**config.mk**
```make
export PLATFORM = sky130hd
export DESIGN_NAME = int_divider_unit_flat
export DESIGN_NICKNAME = d
export VERILOG_FILES = /design/src/rtl/int_divider_unit_pkg.sv /design/src/rtl/int_divider_unit_if.sv /design/src/rtl/int_divider_unit_div_restoring_step.sv /design/src/rtl/int_divider_unit.sv /design/src/flat_wrapper.sv
export SDC_FILE = /design/constraint.sdc
export NUM_CORES = 1
export LEC_CHECK = 0
export CAP_MARGIN = 15
export CORE_AREA = 3 3 162 164
export CTS_BUF_LIST = sky130_fd_sc_hd__clkbuf_8 sky130_fd_sc_hd__clkbuf_16
export DETAILED_ROUTE_END_ITERATION = 8
export DIE_AREA = 0 0 165 167
export MAX_ROUTING_LAYER = met4
export PLACE_DENSITY = 0.78
export SYNTH_ARGS = -nofsm -noshare
export SYNTH_HDL_FRONTEND = slang
export SYNTH_SLANG_ARGS = --single-unit
```
**constraint.sdc**
```tcl
create_clock -name clk_i -period 13.9 [get_ports clk_i]
set_input_delay 2.78 -clock clk_i [delete_from_list [all_inputs] [get_ports clk_i]]
set_output_delay 2.78 -clock clk_i [all_outputs]
set_load 0.005 [all_outputs]
```
**src/rtl/int_divider_unit_pkg.sv**
```systemverilog
// Shared types and constants for the RV32M integer divide/remainder unit.
package int_divider_unit_pkg;

  localparam int unsigned XLEN           = 32;
  localparam int unsigned DIV_ITERATIONS = XLEN;

  typedef logic [XLEN-1:0] data_bus_t;

  localparam data_bus_t DIV_BY_ZERO_Q = 32'hFFFFFFFF;

  typedef enum logic [1:0] {DIV_, DIVU_, REM_, REMU_} div_ops_e;
  typedef enum logic {FREE, BUSY} fu_state_e;
  typedef enum logic [1:0] {DIV_IDLE, DIV_PREP, DIV_DIVIDE, DIV_FINISH} div_fsm_e;

  function automatic logic is_signed_op(input div_ops_e op);
    return (op == DIV_) || (op == REM_);
  endfunction

  function automatic logic is_rem_op(input div_ops_e op);
    return (op == REM_) || (op == REMU_);
  endfunction

endpackage

```
**src/rtl/int_divider_unit_if.sv**
```systemverilog
// Issue/writeback connection of the divide unit; master = issue side, slave = unit.
interface int_divider_unit_if;
  import int_divider_unit_pkg::*;

  logic      valid_i;
  div_ops_e  op_i;
  data_bus_t dividend_i;
  data_bus_t divisor_i;
  logic      kill_i;
  fu_state_e state_o;
  logic      valid_o;
  data_bus_t result_o;

  modport master (
    output valid_i, op_i, dividend_i, divisor_i, kill_i,
    input  state_o, valid_o, result_o
  );

  modport slave (
    input  valid_i, op_i, dividend_i, divisor_i, kill_i,
    output state_o, valid_o, result_o
  );
endinterface

```
**src/rtl/int_divider_unit_div_restoring_step.sv**
```systemverilog
// One restoring-division iteration: shift {rem,quo} left, trial-subtract divisor.
module div_restoring_step #(
  parameter int unsigned W = 32
) (
  input  logic [W-1:0] rem_i,
  input  logic [W-1:0] quo_i,
  input  logic [W-1:0] divisor_i,
  output logic [W-1:0] rem_next_c,
  output logic [W-1:0] quo_next_c
);

  logic [W:0] rem_sh;
  logic [W:0] diff;

  // Shifted remainder keeps its carry bit so full-range unsigned divisors work.
  always_comb begin
    rem_sh = {rem_i, quo_i[W-1]};
    diff   = rem_sh - {1'b0, divisor_i};
    if (!diff[W]) begin
      rem_next_c = diff[W-1:0];
      quo_next_c = {quo_i[W-2:0], 1'b1};
    end else begin
      rem_next_c = rem_sh[W-1:0];
      quo_next_c = {quo_i[W-2:0], 1'b0};
    end
  end

endmodule

```
**src/rtl/int_divider_unit.sv**
```systemverilog
// Multi-cycle radix-2 restoring DIV/DIVU/REM/REMU unit.
// Optional last-result cache enabled by defining MGT_DIV_RESULT_CACHE_EN.
module int_divider_unit
  import int_divider_unit_pkg::*;
#(
  parameter int unsigned XLEN_P = XLEN,
  parameter int unsigned ITER_P = XLEN_P
) (
  input logic               clk_i,
  input logic               rst_i,
  int_divider_unit_if.slave div_if
);

  localparam int unsigned      CNT_W    = (ITER_P > 1) ? $clog2(ITER_P) : 1;
  localparam logic [CNT_W-1:0] CNT_LAST = CNT_W'(ITER_P - 1);
  localparam logic [XLEN_P-1:0] MIN_NEG = {1'b1, {(XLEN_P-1){1'b0}}};

  div_fsm_e          state_q, state_d;
  logic [CNT_W-1:0]  cnt_q, cnt_d;
  div_ops_e          op_q, op_d;
  logic [XLEN_P-1:0] a_q, a_d, b_q, b_d;
  logic [XLEN_P-1:0] quo_q, quo_d, rem_q, rem_d, dmag_q, dmag_d;
  logic [XLEN_P-1:0] result_q, result_d;
  logic              q_neg_q, q_neg_d, r_neg_q, r_neg_d;
  logic              valid_q, valid_d;
  fu_state_e         fu_q, fu_d;

  logic              accept_c, fin_c, a_neg_c, b_neg_c;
  logic [XLEN_P-1:0] fin_quo_c, fin_rem_c, quo_step_c, rem_step_c;

`ifdef MGT_DIV_RESULT_CACHE_EN
  logic              cv_q, cv_d, cs_q, cs_d, hit_c;
  logic [XLEN_P-1:0] ca_q, ca_d, cb_q, cb_d, cq_q, cq_d, cr_q, cr_d;
`endif

  div_restoring_step #(.W(XLEN_P)) u_step (
    .rem_i      (rem_q),
    .quo_i      (quo_q),
    .divisor_i  (dmag_q),
    .rem_next_c (rem_step_c),
    .quo_next_c (quo_step_c)
  );

  // Next-state, datapath and registered-output logic.
  always_comb begin
    state_d   = state_q;
    cnt_d     = cnt_q;
    op_d      = op_q;
    a_d       = a_q;
    b_d       = b_q;
    quo_d     = quo_q;
    rem_d     = rem_q;
    dmag_d    = dmag_q;
    q_neg_d   = q_neg_q;
    r_neg_d   = r_neg_q;
    result_d  = result_q;
    valid_d   = 1'b0;
    fin_c     = 1'b0;
    fin_quo_c = '0;
    fin_rem_c = '0;
    a_neg_c   = is_signed_op(op_q) && a_q[XLEN_P-1];
    b_neg_c   = is_signed_op(op_q) && b_q[XLEN_P-1];
    accept_c  = div_if.valid_i && ((state_q == DIV_IDLE) || (state_q == DIV_FINISH));
`ifdef MGT_DIV_RESULT_CACHE_EN
    cv_d  = cv_q;
    cs_d  = cs_q;
    ca_d  = ca_q;
    cb_d  = cb_q;
    cq_d  = cq_q;
    cr_d  = cr_q;
    hit_c = cv_q && (ca_q == XLEN_P'(div_if.dividend_i)) && (cb_q == XLEN_P'(div_if.divisor_i))
            && (cs_q == is_signed_op(div_if.op_i));
`endif

    if (div_if.kill_i) begin
      state_d = DIV_IDLE;
`ifdef MGT_DIV_RESULT_CACHE_EN
      if (state_q == DIV_DIVIDE) cv_d = 1'b0;
`endif
    end else begin
      unique case (state_q)
        DIV_IDLE, DIV_FINISH: begin
          state_d = DIV_IDLE;
          if (accept_c) begin
            op_d    = div_if.op_i;
            a_d     = XLEN_P'(div_if.dividend_i);
            b_d     = XLEN_P'(div_if.divisor_i);
            state_d = DIV_PREP;
`ifdef MGT_DIV_RESULT_CACHE_EN
            if (hit_c) begin
              state_d  = DIV_FINISH;
              valid_d  = 1'b1;
              result_d = is_rem_op(div_if.op_i) ? cr_q : cq_q;
            end
`endif
          end
        end
        DIV_PREP: begin
          if (b_q == '0) begin
            fin_c     = 1'b1;
            fin_quo_c = XLEN_P'(DIV_BY_ZERO_Q);
            fin_rem_c = a_q;
          end else if (is_signed_op(op_q) && (a_q == MIN_NEG) && (b_q == '1)) begin
            fin_c     = 1'b1;
            fin_quo_c = MIN_NEG;
            fin_rem_c = '0;
          end else begin
            quo_d   = a_neg_c ? -a_q : a_q;
            dmag_d  = b_neg_c ? -b_q : b_q;
            rem_d   = '0;
            cnt_d   = '0;
            q_neg_d = a_neg_c ^ b_neg_c;
            r_neg_d = a_neg_c;
            state_d = DIV_DIVIDE;
          end
        end
        DIV_DIVIDE: begin
          quo_d = quo_step_c;
          rem_d = rem_step_c;
          cnt_d = cnt_q + CNT_W'(1);
          if (cnt_q == CNT_LAST) begin
            fin_c     = 1'b1;
            fin_quo_c = q_neg_q ? -quo_step_c : quo_step_c;
            fin_rem_c = r_neg_q ? -rem_step_c : rem_step_c;
          end
        end
        default: state_d = DIV_IDLE;
      endcase

      // Completion: sign-corrected result is registered as the unit enters FINISH.
      if (fin_c) begin
        state_d  = DIV_FINISH;
        valid_d  = 1'b1;
        result_d = is_rem_op(op_q) ? fin_rem_c : fin_quo_c;
`ifdef MGT_DIV_RESULT_CACHE_EN
        cv_d = 1'b1;
        cs_d = is_signed_op(op_q);
        ca_d = a_q;
        cb_d = b_q;
        cq_d = fin_quo_c;
        cr_d = fin_rem_c;
`endif
      end
    end

    fu_d = ((state_d == DIV_IDLE) || (state_d == DIV_FINISH)) ? FREE : BUSY;
  end

  always_ff @(posedge clk_i) begin
    if (rst_i) begin
      state_q  <= DIV_IDLE;
      cnt_q    <= '0;
      op_q     <= DIVU_;
      a_q      <= '0;
      b_q      <= '0;
      quo_q    <= '0;
      rem_q    <= '0;
      dmag_q   <= '0;
      q_neg_q  <= 1'b0;
      r_neg_q  <= 1'b0;
      result_q <= '0;
      valid_q  <= 1'b0;
      fu_q     <= FREE;
    end else begin
      state_q  <= state_d;
      cnt_q    <= cnt_d;
      op_q     <= op_d;
      a_q      <= a_d;
      b_q      <= b_d;
      quo_q    <= quo_d;
      rem_q    <= rem_d;
      dmag_q   <= dmag_d;
      q_neg_q  <= q_neg_d;
      r_neg_q  <= r_neg_d;
      result_q <= result_d;
      valid_q  <= valid_d;
      fu_q     <= fu_d;
    end
  end

`ifdef MGT_DIV_RESULT_CACHE_EN
  always_ff @(posedge clk_i) begin
    if (rst_i) begin
      cv_q <= 1'b0;
      cs_q <= 1'b0;
      ca_q <= '0;
      cb_q <= '0;
      cq_q <= '0;
      cr_q <= '0;
    end else begin
      cv_q <= cv_d;
      cs_q <= cs_d;
      ca_q <= ca_d;
      cb_q <= cb_d;
      cq_q <= cq_d;
      cr_q <= cr_d;
    end
  end
`endif

  assign div_if.state_o  = fu_q;
  assign div_if.valid_o  = valid_q;
  assign div_if.result_o = data_bus_t'(result_q);

endmodule
```
**src/flat_wrapper.sv**
```systemverilog
// flat-port wrapper written by rule: the top's interface ports become plain ports
module int_divider_unit_flat import int_divider_unit_pkg::*;
#(
  parameter int unsigned XLEN_P = XLEN,
  parameter int unsigned ITER_P = XLEN_P
)
  (clk_i, rst_i, div_if_valid_i, div_if_op_i, div_if_dividend_i, div_if_divisor_i, div_if_kill_i, div_if_state_o, div_if_valid_o, div_if_result_o);
  int_divider_unit_if div_if_i ();
  input logic clk_i;
  input logic rst_i;
  input wire logic [$bits(div_if_i.valid_i)-1:0] div_if_valid_i;
  input wire logic [$bits(div_if_i.op_i)-1:0] div_if_op_i;
  input wire logic [$bits(div_if_i.dividend_i)-1:0] div_if_dividend_i;
  input wire logic [$bits(div_if_i.divisor_i)-1:0] div_if_divisor_i;
  input wire logic [$bits(div_if_i.kill_i)-1:0] div_if_kill_i;
  output wire logic [$bits(div_if_i.state_o)-1:0] div_if_state_o;
  output wire logic [$bits(div_if_i.valid_o)-1:0] div_if_valid_o;
  output wire logic [$bits(div_if_i.result_o)-1:0] div_if_result_o;
  assign div_if_i.valid_i = div_if_valid_i;
  assign div_if_i.op_i = div_if_op_i;
  assign div_if_i.dividend_i = div_if_dividend_i;
  assign div_if_i.divisor_i = div_if_divisor_i;
  assign div_if_i.kill_i = div_if_kill_i;
  assign div_if_state_o = div_if_i.state_o;
  assign div_if_valid_o = div_if_i.valid_o;
  assign div_if_result_o = div_if_i.result_o;
  int_divider_unit #(.XLEN_P(XLEN_P), .ITER_P(ITER_P)) u_core (.clk_i(clk_i), .rst_i(rst_i), .div_if(div_if_i));
endmodule
```
After elaboration in Yosys (flattened, before gate mapping)
Index checks and enable logic that the tools add are counted.
Widths: inputs -> output; s select.
Word-level totals
  register bits after elaboration: 205
  input bits: 70
  output and inout bits: 34
Cells by class
  $add $sub $neg: 6
  equality and inequality tests: 11
  mux-type cells: 36
  bitwise gates (word level): 4
  reduce and logical (&&, ||, !) cells: 20
Operator list (count)
  $mux 32: 15
  $pmux 32 s2: 4
  $neg 32->32: 4
  $eq 32x32->1 const B: 2
  $sub 33x32->33: 1
  $logic_not 32->1: 1
  $eq 2x2->1 const B: 5
  $mux 5: 2
  $pmux 5 s2: 1
  $mux 1: 8
  $mux 2: 4
  $reduce_and 4->1: 2
  $logic_not 2->1: 3
  $add 5x1->5 const B: 1
  $eq 5x5->1 const B: 1
  $logic_and 1x1->1: 5
  $logic_or 1x1->1: 4
  $ne 2x2->1 const B: 2
  $pmux 2 s2: 1
  $reduce_or 2->1: 2
  $not 1->1: 3
  $reduce_and 3->1: 1
  $eq 2x1->1 const B: 1
  $pmux 1 s2: 1
  3 further kinds: 3

Depth between registers and ports, before layout
Gate-level depths: netlist of the first run.
  word-level depth: 13
  gate-level depth with buffers: 24
  depth with buffers taken out: 21

Cells and area by module
Synthesis of the first run repeated with hierarchy kept, for this count alone.
Unflattened totals
  cell total of the unflattened synthesis: 1817
  area, all modules: 13524.2 µm²
Modules (own cells, without submodules)
  int_divider_unit: instances 1, cells each 1475, area each 11035.6 µm², seq. area each 4103.9 µm²
  div_restoring_step: instances 1, cells each 342, area each 2488.6 µm², seq. area each 0.0 µm²

Worst setup path before layout of the first run
Ideal clock, no wire load.
  path kind: reg2reg
  start: reg u_core.dmag_q[17]
  end: reg u_core.result_q[30] (netlist: u_core.div_if.result_o[30])
  setup time: 117 ps
  data arrival time: 5515 ps
  data required time: 13783 ps
  setup slack: 8268 ps
  stages on the path, launching flop included: 25
  path buffers: 4
  cell sequence: dfxtp_1 > inv_1 > ha_1 > clkbuf_1 > a21oi_1 > o21ai_1 > a211o_1 > a221o_1 > a31oi_1 > xnor2_1 > inv_2 > buf_2 > buf_1 > buf_1 > nor2_1 > a21oi_1 > ha_1 > nand3_1 > or3_1 > or4_4 > a21o_1 > o41a_1 > xor2_1 > a221o_1 > a32o_1
Between the ends
  cells in the longest elaborated chain, start to end: 7
  elaborated cells between the ends (all ways): 12
  those cells by class: add/sub: 3; mux: 9
Ends and longest elaborated chain
  from (decl): line int_divider_unit.sv:22  | logic [XLEN_P-1:0] quo_q, quo_d, rem_q, rem_d, dmag_q, dmag_d;
  from (signal assigned): line int_divider_unit.sv:172  | dmag_q <= dmag_d;
  $sub 33x32->33 (*): line int_divider_unit_div_restoring_step.sv:18  | diff = rem_sh - {1'b0, divisor_i};
  $mux 1 / $mux 32 (equally long branches): line int_divider_unit_div_restoring_step.sv:19  | if (!diff[W]) begin
  $neg 32->32 (on tied branches): line int_divider_unit.sv:123, int_divider_unit.sv:124
  $mux 32 (on tied branches): line int_divider_unit.sv:123, int_divider_unit.sv:124
  $mux 32: line int_divider_unit.sv:121  | if (cnt_q == CNT_LAST) begin
  $pmux 32 s2: line int_divider_unit.sv:81  | unique case (state_q)
  $mux 32 (*): line int_divider_unit.sv:134  | result_d = is_rem_op(op_q) ? fin_rem_c : fin_quo_c;
  to (signal assigned): line int_divider_unit.sv:175  | result_q <= result_d;
  to (decl): line int_divider_unit.sv:23  | logic [XLEN_P-1:0] result_q, result_d;
Mark *: on every way between the ends. The rest lies on a longest branch, timed or not.
A chain may end at the register's enable or synchronous reset.

Worst setup path in the final report of the first run
  start: reg u_core.quo_q[31]
  end: reg u_core.result_q[30] (netlist: u_core.div_if.result_o[30])
Between the ends
  cells in the longest elaborated chain, start to end: 7
  elaborated cells between the ends (all ways): 12
  those cells by class: add/sub: 3; mux: 9
Ends and longest elaborated chain
  from (decl): line int_divider_unit.sv:22
  from (signal assigned): line int_divider_unit.sv:170  | quo_q <= quo_d;
  $sub 33x32->33: line int_divider_unit_div_restoring_step.sv:18
  $mux 1 / $mux 32 (equally long branches): line int_divider_unit_div_restoring_step.sv:19
  $neg 32->32 (on tied branches): line int_divider_unit.sv:123, int_divider_unit.sv:124
  $mux 32 (on tied branches): line int_divider_unit.sv:123, int_divider_unit.sv:124
  $mux 32: line int_divider_unit.sv:121
  $pmux 32 s2: line int_divider_unit.sv:81
  $mux 32 (*): line int_divider_unit.sv:134
Marked as above.

==> results.yml, run 1 <==
critical_path:
  crit_fanout: 51
  critPathLaunchType: "register"
  end_kind: "register"
  cp.required_ns: 14.31
  cp_top_family: "compound AO/OA/AOI/OAI gates"
  critical_path.cell_chain: "inv_1, ha_1, fa_1, nor2b_1, o31ai_2, a21oi_2, a21o_1, a31oi_1, xnor2_2, buf_4, inv_2, a21oi_1, ha_1, nand3_1, or3_1, or4_4, a21o_1, o41a_1, xor2_1, a221o_1, a32o_1"
  cpMaxStageDelayCell: "buf_4"
  path_buf_inv: 3
  crit_type: "register to register"
  cp.arrival_ns: 7.01
  max_stage_delay_ns: 0.53
run:
  drv_cap: 0
layout:
  nets: 2007
  regArea_sq_um: 4100
  layout_commonest_cell: "nand2_1"
  fillers: 2306
  final_cell_mix: "nand2_1 (330), dfxtp_1 (205), a21oi_1 (203)"
  diodes: 0
  multi_input_area_sq_um: 8820
  drive_gt1_share_pct: 4.60
  area_delta_synth_final_pct: 14.8
floorplanning:
  die_h_um: 167
  fp-row-count: 58
  die_area_sq_um: 27600
  coreArea_sq_um: 25000
  die_w_um: 165
  pin_count: 104
  start_util_pct: 54.3
sta:
  setup-tns-final_ns: 0
  setup_violations: 0
  clock_skew_ns: 0.0284
  rsz0062_at_grt: "no"
  period_share_pct: 47.5
  finalHoldViolations: 0
  slew_headroom_pct: 30.9
  max_freq_mhz: 152
  period_minus_slack_ns: 6.60
  finalMaxSlewViolations: 0
  tightest_slew_ns: 1.04
clock_tree:
  cts.sinks: 205
  holdBufCountCts: 0
  cts_inserted_buffers: 24
  ctsHtreeMaxLevel: 1
  cts_setup_buffers: 0
  cts_resized: 0
  clk_latency_ns: 0.54
  cts_root_buffer: "clkbuf_16"
  clockBufferDepth: 3
  clkTransAtPathRegs_ns: 0.06
  tritoncts: "yes"
grt:
  grt_max_degree: 100
  grt-busiest-layer: "met2"
  grt_pass1_wl_um: 68800
  grtUsageMet2_pct: 47.7
  grtUsageMet3_pct: 6.07
  antenna_found_initial: 0
  grt_overflow_total: 0
  grtUsageMet1_pct: 43.5
  grt_usage_pct: 31.8
  grt_pass1_vias: 12700
drt:
  wirelength_um: 43800
  drc_errors: 0
  detail_route.iter0.violations: 1442
  wl_per_cell_um: 19.5
  vias: 13900
  viasPerCell: 6.21
  ant_nets: 0
  first_pass_iters: 6
placement:
  routabilityCongestion: 0.983
  port_buffers: 103
  hpwl_um: 31900
yosys:
  synth.avg_cell_area_sq_um: 7.26
  netlist_instances: 1873
  synth_edf_count: 0
  synth_cell_types: 83
  yosysTopAreaCellShare_pct: 30.2
  synth-main-ff-cell: "dfxtp_1"
  synth_area_leaders: "dfxtp_1 (30%), nand2_1 (9.1%), a21oi_1 (7.5%)"
  netlist_area_sq_um: 13600
  async_flop_share_pct: 0
  ys_ff_latch: 205
  yosysSeqAreaShare_pct: 30.2
  yosysWarnings: 0
  syn-num-nets: 1985
  post-synth-top-area-cell: "dfxtp_1"
pwr:
  internal-power_w: 0.00119
  power_frac_seq_pct: 35.8
  power_w: 0.00174
  power.leakage_nw: 5.68
  p_per_area_nw_per_um2: 112
  switchingPower_w: 0.000556
  ir_worst_vdd_mv: 0.0884
  pwr-share-clk_pct: 39.6
  p_sw_share_pct: 31.9
  pwr-share-comb_pct: 24.7
run_status:
  status: "complete, no violations"
hold_path:
  hold_path.class: "register to register"
## sequential cells by signal, summed over array words and instances, names as in the netlist, 5 cells and up
register                cells
u_core.a_q                 32
u_core.b_q                 32
u_core.div_if.result_o     32
u_core.dmag_q              32
u_core.quo_q               32
u_core.rem_q               32
u_core.cnt_q                5
## power by group through the flow
stage	clock, W	sequential [W]	combinational (W)
floorplan	0	0.000627	0.000301
global placement	0	0.000634	0.000412
detailed placement	0	0.000635	0.000415
CTS	0.000696	0.000622	0.000418
global route	0.000719	0.000625	0.000465
finish	0.000690	0.000623	0.000430
## worst min-delay path, stage by stage, from the launching register on
cell	delay (ns)
dfxtp_1	0.31
nand2_1	0.05
a21oi_1	0.05
## layout make-up
| class | count | area share, % |
|---|---|---|
| Tap cell | 330 | 2.64 |
| Sequential cell | 205 | 26.3 |
| Clock buffer | 25 | 3.93 |
| Multi-Input combinational cell | 1480 | 56.5 |
| Inverter | 63 | 1.51 |
| Timing Repair Buffer | 121 | 7.60 |
| Clock inverter | 17 | 1.56 |
## kinds of logic (layout without fill, tap and decap cells)
| group | count (synthesis) | in the layout | synth area share, % |
|---|---|---|---|
| compound gates | 567 | 567 | 26.5 |
| xor+xnor | 131 | 131 | 8.43 |
| fa+ha+maj | 42 | 42 | 3.92 |
| buf+inv | 188 | 226 | 5.22 |
| flops | 205 | 205 | 30.2 |
| mux | 32 | 32 | 2.44 |
| simple gates | 708 | 708 | 23.3 |
## routing by layer
metal  up-vias  wire length, um  share of wire, %
met5         -                0                 0
met4         0             1380               3.1
met3        93             3960               9.0
met2       630            19300                44
met1      6491            19200                44
li1       6709                -                 -
## final timing paths
path	cells past startpoint	endpoint	slack [ns]	start
worst min-delay path	2	u_core.div_if.result_o[14]	0.46	u_core.div_if.result_o[14]
worst max register to register	21	u_core.div_if.result_o[30]	7.30	u_core.quo_q[31]
worst max-delay path	21	u_core.div_if.result_o[30]	7.30	u_core.quo_q[31]
worst min register to register	2	u_core.div_if.result_o[14]	0.46	u_core.div_if.result_o[14]
## synth_stat cells, types with 13 or more instances
| master | instances |
|---|---|
| a211oi_1 | 36 |
| a21o_1 | 16 |
| a21oi_1 | 203 |
| a22oi_1 | 27 |
| and2_1 | 19 |
| clkbuf_1 | 110 |
| dfxtp_1 | 205 |
| ha_1 | 41 |
| inv_1 | 60 |
| mux2i_1 | 23 |
| nand2_1 | 330 |
| nand2b_1 | 13 |
| nand3_1 | 34 |
| nand4_1 | 18 |
| nor2_1 | 162 |
| nor3_1 | 41 |
| o211ai_1 | 16 |
| o21ai_0 | 89 |
| o21ai_1 | 29 |
| o31ai_1 | 22 |
| o41ai_1 | 15 |
| or3_1 | 18 |
| xnor2_1 | 71 |
| xor2_1 | 60 |
## per-stage QoR
step / utilization (%) / area, sq um / worst slack, ns / hold slack [ns] / cells
floorplan: - / 13600 / 8.27 / 0.436 / 1873
global route: 62.4 / 15600 / 6.89 / 0.479 / 2241
finish: 62.4 / 15600 / 7.30 / 0.459 / 2241
detailed placement: 58.8 / 14700 / 7.48 / 0.451 / 2197
global placement: 58.8 / 14700 / 7.61 / 0.444 / 2197
CTS: 62.2 / 15600 / 7.45 / 0.462 / 2239
Note: power is estimated with default switching activity, not from simulation.
==> run 2: changes to the inputs <==
--- a/config.mk
+++ b/config.mk
@@ -6,12 +6,12 @@
 export NUM_CORES = 1
 export LEC_CHECK = 0
 export CAP_MARGIN = 15
-export CORE_AREA = 3 3 162 164
+export CORE_AREA = 3 3 163 165
 export CTS_BUF_LIST = sky130_fd_sc_hd__clkbuf_8 sky130_fd_sc_hd__clkbuf_16
 export DETAILED_ROUTE_END_ITERATION = 8
-export DIE_AREA = 0 0 165 167
+export DIE_AREA = 0 0 166 168
 export MAX_ROUTING_LAYER = met4
-export PLACE_DENSITY = 0.78
+export PLACE_DENSITY = 0.8
 export SYNTH_ARGS = -nofsm -noshare
 export SYNTH_HDL_FRONTEND = slang
 export SYNTH_SLANG_ARGS = --single-unit
==> constraint.sdc (replaced) <==
create_clock -name clk_i -period 5.5 [get_ports clk_i]
set_input_delay 1.1 -clock clk_i [delete_from_list [all_inputs] [get_ports clk_i]]
set_output_delay 1.1 -clock clk_i [all_outputs]
set_load 0.005 [all_outputs]
==> run 2 against run 1 <==
Cell area increased by 0.36%. Flip-flop and latch count stayed put. Fmax grew 26%. Die area up 1.2%. Clock skew is 0.0011 ns lower. Clock power is 140% higher. Power rose to 2.5 times the previous value. Critical path depth down 1. Critical endpoint unchanged. Largest power group unchanged. Highest routed layer unchanged.
==> results.yml, run 2 (same netlist as run 1, synthesis figures left out) <==
clock_tree:
  clockBufferDepth: 3
  cts.sinks: 205
  tritoncts: "yes"
  clkTransAtPathRegs_ns: 0.06
  cts_root_buffer: "clkbuf_16"
  clk_latency_ns: 0.55
  ctsHtreeMaxLevel: 1
  cts_inserted_buffers: 24
  holdBufCountCts: 0
placement:
  port_buffers: 103
  routabilityCongestion: 1.06
  hpwl_um: 32800
drt:
  viasPerCell: 6.31
  ant_nets: 0
  detail_route.iter0.violations: 1693
  wl_per_cell_um: 20.2
  wirelength_um: 45400
  vias: 14200
  drc_errors: 0
  first_pass_iters: 6
run_status:
  status: "complete, no violations"
run:
  drv_cap: 0
sta:
  period_minus_slack_ns: 5.23
  slew_headroom_pct: 14.0
  tightest_slew_ns: 1.29
  finalHoldViolations: 0
  setup_violations: 0
  rsz0062_at_grt: "no"
  clock_skew_ns: 0.0274
  finalMaxSlewViolations: 0
  setup-tns-final_ns: 0
  period_share_pct: 95.0
  max_freq_mhz: 191
pwr:
  p_per_area_nw_per_um2: 279
  ir_worst_vdd_mv: 0.237
  power.leakage_nw: 5.70
layout:
  drive_gt1_share_pct: 5.36
  nets: 2017
  fillers: 2284
  fin_util_pct: 62.3
  final_cell_mix: "nand2_1 (330), dfxtp_1 (205), a21oi_1 (202)"
  layout_commonest_cell: "nand2_1"
  area_delta_synth_final_pct: 15.2
grt:
  grt_pass1_wl_um: 71200
  antenna_found_initial: 2
  grt_pass1_vias: 12900
  grt_usage_pct: 31.9
  grt_max_degree: 73
  grt_overflow_total: 0
hold_path:
  hold_path.class: "register to register"
critical_path:
  end_kind: "register"
  cp.required_ns: 5.94
  critPathLaunchType: "register"
  cp.arrival_ns: 5.66
  crit_type: "register to register"
  crit_fanout: 5
floorplanning:
  fp-row-count: 58
  die_h_um: 168
  coreArea_sq_um: 25200
  die_area_sq_um: 27900
  die_w_um: 166
  pin_count: 104
  start_util_pct: 54.0
-- run 2: area by class of cell --
type                    instances  area [sq um]  area share (%)
diodes                          2          5.00          0.0319
clock buffers                  29           669            4.27
clock inverters                15           136           0.870
inverters                      63           236            1.51
multi-input cells            1480          8850            56.5
flip-flops and latches        205          4100            26.2
well taps                     330           413            2.63
repair buffers                131          1260            8.05
-- run 2: worst max-delay path, cell delays in order, from the launching register on --
cell	delay, ns
dfxtp_1	0.38
inv_1	0.08
ha_1	0.20
fa_1	0.40
nor2b_1	0.25
o31ai_2	0.11
a21oi_2	0.21
a21o_1	0.20
a31oi_2	0.16
xnor2_4	0.24
inv_2	0.08
a21oi_1	0.26
ha_2	0.28
nand3_1	0.10
or3_1	0.42
or4_4	0.46
a21o_1	0.21
o41a_1	0.42
xor2_1	0.16
a221o_1	0.32
a32o_1	0.20
-- run 2: where the power goes --
group          switching [W]  leakage [nW]  internal [W]
sequential         0.0000547          1.66       0.00152
clock               0.000684         0.412      0.000958
combinational       0.000739          3.63      0.000411
-- run 2: final timing paths --
path | start | end | slack [ns] | cells after the start
min | u_core.cnt_q[4] | u_core.cnt_q[4] | 0.46 | 2
max | u_core.quo_q[31] | u_core.div_if.result_o[30] | 0.27 | 20
min reg2reg | u_core.cnt_q[4] | u_core.cnt_q[4] | 0.46 | 2
max reg2reg | u_core.quo_q[31] | u_core.div_if.result_o[30] | 0.27 | 20
-- run 2: repair_timing --
item / 4_1_cts / 5_1_grt
endpoints found under the hold margin: 0 / 0
setup endpoints to repair: 0 / 4
buffers inserted: 0 / 0
gates resized for setup: 0 / 3
-- run 2: routing by layer --
metal	vias to the layer above	part of all wire [%]	GRT usage, %
li1	6734	-	-
met1	6600	44	44.5
met2	780	43	47.8
met3	113	10	4.91
met4	0	3.4	10.0
met5	-	0	-
-- run 2: metrics by stage --
step	worst slack (ns)	hold slack (ns)	power, W	cells	area (sq um)
finish	0.274	0.462	0.00437	2255	15700
global route	0.0155	0.484	0.00452	2255	15700
floorplan	0.0179	0.436	0.00235	1873	13600
CTS	0.142	0.460	0.00433	2252	15600
global placement	0.348	0.444	0.00270	2208	14800
detailed placement	0.164	0.451	0.00271	2208	14800
